--- config.mk ---
export PLATFORM = sky130hd
export DESIGN_NAME = gpio_in_cond
export DESIGN_NICKNAME = d
export VERILOG_FILES = /design/src/rtl/gpio_in_cond_pkg.sv /design/src/rtl/gpio_in_deb_bit.sv /design/src/rtl/gpio_in_cond.sv
export SDC_FILE = /design/constraint.sdc
export NUM_CORES = 1
export LEC_CHECK = 0
export ABC_AREA = 1
export BUFFER_PORTS_ARGS = -buffer_cell sky130_fd_sc_hd__buf_2
export CAP_MARGIN = 10
export CORE_MARGIN = 3
export CORE_UTILIZATION = 35
export CTS_BUF_LIST = sky130_fd_sc_hd__clkbuf_16
export DETAILED_ROUTE_END_ITERATION = 8
export GPL_ROUTABILITY_DRIVEN = 0
export GPL_TIMING_DRIVEN = 0
export PLACE_DENSITY = 0.68
export SLEW_MARGIN = 10
export SYNTH_ARGS = -nofsm -noshare
export SYNTH_HDL_FRONTEND = slang
export SYNTH_SLANG_ARGS = --single-unit
--- constraint.sdc ---
create_clock -name clk -period 16.18 [get_ports clk]
set_input_delay 4.045 -clock clk [delete_from_list [all_inputs] [get_ports clk]]
set_output_delay 4.045 -clock clk [all_outputs]
set_load 0.02 [all_outputs]
--- src/rtl/gpio_in_cond_pkg.sv ---
// gpio_in_cond shared constants.
// Default widths and depths for the GPIO input conditioner.
package gpio_in_cond_pkg;
  localparam int GPIO_W_DEF      = 32;
  localparam int CNT_W_DEF       = 16;
  localparam int SYNC_STAGES_DEF = 2;
  localparam int DEB_SAMPLES_DEF = 3;
  localparam int TS_W            = 32;
endpackage

--- src/rtl/gpio_in_deb_bit.sv ---
// One GPIO bit: synchroniser, tick-sampled debounce history,
// filtered level and registered edge pulses.
module gpio_in_deb_bit
  import gpio_in_cond_pkg::*;
#(
  parameter int SYNC_STAGES = SYNC_STAGES_DEF,
  parameter int DEB_SAMPLES = DEB_SAMPLES_DEF
) (
  input  logic clk,
  input  logic rst,
  input  logic din,
  input  logic tick,
  output logic filt,
  output logic rise,
  output logic fall
);

  logic [SYNC_STAGES-1:0] sync;
  logic [DEB_SAMPLES-2:0] hist;
  logic [DEB_SAMPLES-1:0] win;
  logic                   filt_q;

  // The incoming sample is part of the window, so a level is
  // accepted on the same tick its last required sample arrives.
  assign win = {hist, sync[SYNC_STAGES-1]};

  always_ff @(posedge clk or posedge rst) begin
    if (rst) begin
      sync   <= '0;
      hist   <= '0;
      filt   <= 1'b0;
      filt_q <= 1'b0;
      rise   <= 1'b0;
      fall   <= 1'b0;
    end else begin
      sync <= {sync[SYNC_STAGES-2:0], din};
      if (tick) begin
        hist <= win[DEB_SAMPLES-2:0];
        if (&win)
          filt <= 1'b1;
        else if (~|win)
          filt <= 1'b0;
      end
      filt_q <= filt;
      rise   <= filt & ~filt_q;
      fall   <= ~filt & filt_q;
    end
  end

endmodule

--- src/rtl/gpio_in_cond.sv ---
// GPIO input conditioner: debounce, edge events, sticky status, irq.
// Optional timestamp capture enabled by GPIO_IN_TIMESTAMP_EN.
module gpio_in_cond
  import gpio_in_cond_pkg::*;
#(
  parameter int GPIO_W      = GPIO_W_DEF,
  parameter int CNT_W       = CNT_W_DEF,
  parameter int SYNC_STAGES = SYNC_STAGES_DEF,
  parameter int DEB_SAMPLES = DEB_SAMPLES_DEF
) (
  input  logic              clk,
  input  logic              rst,
  input  logic [GPIO_W-1:0] gpio_in,
  input  logic [CNT_W-1:0]  presc,
  input  logic [GPIO_W-1:0] rise_en,
  input  logic [GPIO_W-1:0] fall_en,
  input  logic [GPIO_W-1:0] irq_mask,
  input  logic              clr_valid,
  input  logic [GPIO_W-1:0] clr_mask,
  output logic              clr_ready,
  output logic [GPIO_W-1:0] gpio_filt,
  output logic [GPIO_W-1:0] rise,
  output logic [GPIO_W-1:0] fall,
  output logic [GPIO_W-1:0] evt_status,
  output logic              irq
`ifdef GPIO_IN_TIMESTAMP_EN
  ,
  output logic [TS_W-1:0]           evt_ts,
  output logic [$clog2(GPIO_W)-1:0] evt_ts_bit
`endif
);

  logic [CNT_W-1:0]  cnt;
  logic              tick;
  logic [GPIO_W-1:0] set_vec;
  logic [GPIO_W-1:0] clr_vec;

  assign tick = (cnt == presc);

  // Counter wraps on reaching presc, or silently if presc shrank below it.
  always_ff @(posedge clk or posedge rst) begin
    if (rst)
      cnt <= '0;
    else if (cnt >= presc)
      cnt <= '0;
    else
      cnt <= cnt + 1'b1;
  end

  for (genvar g = 0; g < GPIO_W; g++) begin : g_bit
    gpio_in_deb_bit #(
      .SYNC_STAGES(SYNC_STAGES),
      .DEB_SAMPLES(DEB_SAMPLES)
    ) u_bit (
      .clk (clk),
      .rst (rst),
      .din (gpio_in[g]),
      .tick(tick),
      .filt(gpio_filt[g]),
      .rise(rise[g]),
      .fall(fall[g])
    );
  end

  assign set_vec = (rise & rise_en) | (fall & fall_en);
  assign clr_vec = clr_valid ? clr_mask : '0;

  always_ff @(posedge clk or posedge rst) begin
    if (rst) begin
      evt_status <= '0;
      clr_ready  <= 1'b0;
      irq        <= 1'b0;
    end else begin
      evt_status <= (evt_status & ~clr_vec) | set_vec;
      clr_ready  <= clr_valid;
      irq        <= |(evt_status & irq_mask);
    end
  end

`ifdef GPIO_IN_TIMESTAMP_EN
  localparam int IW = $clog2(GPIO_W);

  logic [TS_W-1:0] ts_cnt;
  logic [IW-1:0]   low_idx;

  always_comb begin
    low_idx = '0;
    for (int i = GPIO_W - 1; i >= 0; i--)
      if (set_vec[i])
        low_idx = i[IW-1:0];
  end

  always_ff @(posedge clk or posedge rst) begin
    if (rst) begin
      ts_cnt     <= '0;
      evt_ts     <= '0;
      evt_ts_bit <= '0;
    end else begin
      ts_cnt <= ts_cnt + 1'b1;
      if (|set_vec) begin
        evt_ts     <= ts_cnt;
        evt_ts_bit <= low_idx;
      end
    end
  end
`endif

endmodule

==> flow_summary.json <==
{
  "numCtsBuffers": 34,
  "nets": 1712,
  "finClkSkew_ns": 0.0200,
  "synth_cells": 1170,
  "max-slew-margin-rel_pct": 51.3,
  "start_kind": "flip-flop",
  "worst_slew_pin_slew_ns": 0.730,
  "nFillCells": 3184,
  "grt_max_degree": 108,
  "die_h_um": 192,
  "ctsHoldBuffers": 0,
  "critPathMaxStageDelay_ns": 0.56,
  "max_freq_mhz": 184,
  "grt_pass1_vias": 8828,
  "endpoint_kind": "output pin",
  "dp_hpwl_mm": 22.2,
  "drcViolationCount": 0,
  "ff_latch_area_um2": 7660,
  "vias": 8970,
  "hold_depth": 0,
  "postRouteAntennaNets": 0,
  "cts_tree": "yes",
  "cts_resized": 0,
  "drt_iter0_markers": 448,
  "ys_ff_latch": 306,
  "yosysWarningCount": 0,
  "syn-num-nets": 1366,
  "die_area_um2": 37000,
  "core_area_um2": 33900,
  "period_share_pct": 33.6,
  "reg2reg_depth": 9,
  "clock_latency_ns": 0.51,
  "fin_util_pct": 45.4,
  "peakVddDrop_mv": 0.0515,
  "cp_slowest_cell": "dfrtp_1",
  "io-pin-count": 309,
  "min_period_ns": 5.44,
  "cts_buffer_depth": 3,
  "hp-class": "reg -> reg",
  "leakage_nw": 8.47,
  "hold_violations": 0,
  "grt.overflow.total": 0,
  "wl_per_cell_um": 15.0,
  "clock-sinks": 306,
  "finalSetupViolCount": 0,
  "worstPathRequired_ns": 12.14,
  "crit_arrival_ns": 1.39,
  "antenna_found_initial": 2,
  "multi_input_area_um2": 3100,
  "area_delta_synth_final_pct": 26.4,
  "drv_cap": 0,
  "clockRootBuffer": "clkbuf_16",
  "critical_path_class": "reg -> out",
  "synthDistinctLibCells": 24,
  "worstPathMaxFanout": 5,
  "grt_usage_pct": 15.7,
  "die_w_um": 192,
  "via_per_inst": 4.50,
  "synth_area_per_cell_um2": 10.4,
  "drv_slew": 0,
  "grt_pass1_wl_mm": 45.5,
  "drtPass1Iterations": 5,
  "ys_seq_area_share_pct": 63.0,
  "drive_above_1_share_pct": 30.7,
  "routed_wl_mm": 29.8,
  "port_buffers": 308,
  "path_clk_slew_ns": 0.06,
  "path_cells": "buf_4, buf_2",
  "rsz0062_at_grt": "false",
  "start_util_pct": 35.9,
  "p_per_area_nw_per_um2": 103,
  "netlist_area_um2": 12200,
  "status": "finished, final reports clean",
  "htreeDepth": 2,
  "setup_tns_ns": 0,
  "post-cts-setup-buffers": 0,
  "rows": 67
}
==> metrics by stage <==
stage	instance area (um2)	total power [W]	setup WS [ns]	std cells	hold WS [ns]
detailed placement	14300	0.000892	10.39	1928	0.335
global placement	14300	0.000887	0.479	1926	0.332
CTS	15400	0.00161	10.70	1989	0.343
global route	15400	0.00166	10.69	1990	0.341
floorplan	12200	0.000851	3.68	1170	0.331
finish	15400	0.00159	10.75	1992	0.340
==> flip-flops by register name, indices dropped and copies added (netlist names) <==
signal and cells:
clr_ready 1, cnt 16, evt_status 32, g_bit.u_bit.fall 32, g_bit.u_bit.filt 32, g_bit.u_bit.filt_q 32, g_bit.u_bit.hist 64, g_bit.u_bit.rise 32
g_bit.u_bit.sync 64, irq 1
==> final cells by class <==
cell class,count,share of cell area [%]
clock inverter,26,1.03
multi-input combinational,600,20.2
tap,448,3.65
sequential,306,49.8
inverter,142,3.52
timing repair buffer,310,10.4
buffer,122,5.64
antenna,3,0.0489
clock buffer,35,5.70
==> final timing paths <==
kind / from / to / slack [ns]
worst max-delay path: g_bit[20].u_bit.filt$_DFFE_PP0P_ / gpio_filt[20] / 10.75
worst min-delay path: g_bit[19].u_bit.sync[0]$_DFF_PP0_ / g_bit[19].u_bit.sync[1]$_DFF_PP0_ / 0.34
worst max register to register: cnt[5]$_DFF_PP0_ / g_bit[11].u_bit.hist[1]$_DFFE_PP0P_ / 14.13
worst min register to register: g_bit[19].u_bit.sync[0]$_DFF_PP0_ / g_bit[19].u_bit.sync[1]$_DFF_PP0_ / 0.34
max in group asynchronous: rst / evt_status[11]$_DFF_PP0_ / 11.08
min in group asynchronous: rst / g_bit[30].u_bit.sync[0]$_DFF_PP0_ / 3.66
==> cell usage in the layout (no fill, tap or decap) <==
cell type / Yosys / layout
a21boi_0: 32 / 32
buf_4: 103 / 103
ha_1: 17 / 17
a221o_1: 32 / 32
nor3_2: 1 / 1
o21ai_0: 81 / 81
nand4_1: 11 / 11
buf_2: 11 / 319
bufinv_16: 0 / 1
o21ai_1: 10 / 10
inv_1: 142 / 152
inv_8: 0 / 2
buf_16: 0 / 2
xor2_1: 7 / 7
nand2_1: 180 / 180
dfrtp_1: 306 / 306
nand3_1: 61 / 61
nor3_1: 1 / 1
inv_6: 0 / 1
clkinv_1: 0 / 6
diode_2: 0 / 3
inv_16: 0 / 1
buf_6: 1 / 1
a21oi_1: 16 / 16
nand2_2: 1 / 1
xnor2_1: 4 / 4
clkbuf_1: 7 / 7
clkbuf_16: 0 / 35
nor2_1: 131 / 131
a21o_1: 1 / 1
a22o_1: 13 / 13
clkinv_2: 0 / 5
nor2_4: 1 / 1
==> report_power, final <==
part           leakage [nW]  internal [W]  switching, W  total [W]
Combinational          4.03     0.0000341     0.0000435  0.0000776
Clock                 0.553      0.000411      0.000300   0.000710
Sequential             3.89      0.000782     0.0000167   0.000799
==> synth_stat cells (all sizes together) <==
library cell	number	area share (%)
nand3	61	2.5
a21o	1	0.062
buf	115	6.9
ha	17	1.7
nand2	181	5.6
xnor2	4	0.29
a21boi	32	2.0
nor2	132	4.1
clkbuf	7	0.22
o21ai	91	3.7
a221o	32	2.6
nor3	2	0.12
nand4	11	0.57
xor2	7	0.50
a21oi	16	0.66
dfrtp	306	63
a22o	13	0.94
inv	142	4.4
==> worst max-delay path, delay by kind of cell (launching register included) <==
family	cells	cell delay, ns
DFF	1	0.56
buffers and inverters	2	0.32
==> cells by family after synthesis <==
group,Yosys count,synth area share (%)
xor gates and xnor gates,11,0.792
AOI/OAI and AO/OA,185,10.0
DFF,306,63.0
and+or+nand+nor,387,12.9
buffers and inverters,264,11.5
adders and majority gates,17,1.75
==> per-layer routing <==
metal / global-route usage [%] / routed length (um) / up-vias
li1: - / - / 4374
met1: 19.3 / 12300 / 4255
met2: 27.4 / 14700 / 293
met3: 3.18 / 2130 / 46
met4: 5.24 / 738 / 2
met5: 0 / 13 / -
Power figures use the tool's default switching activity.
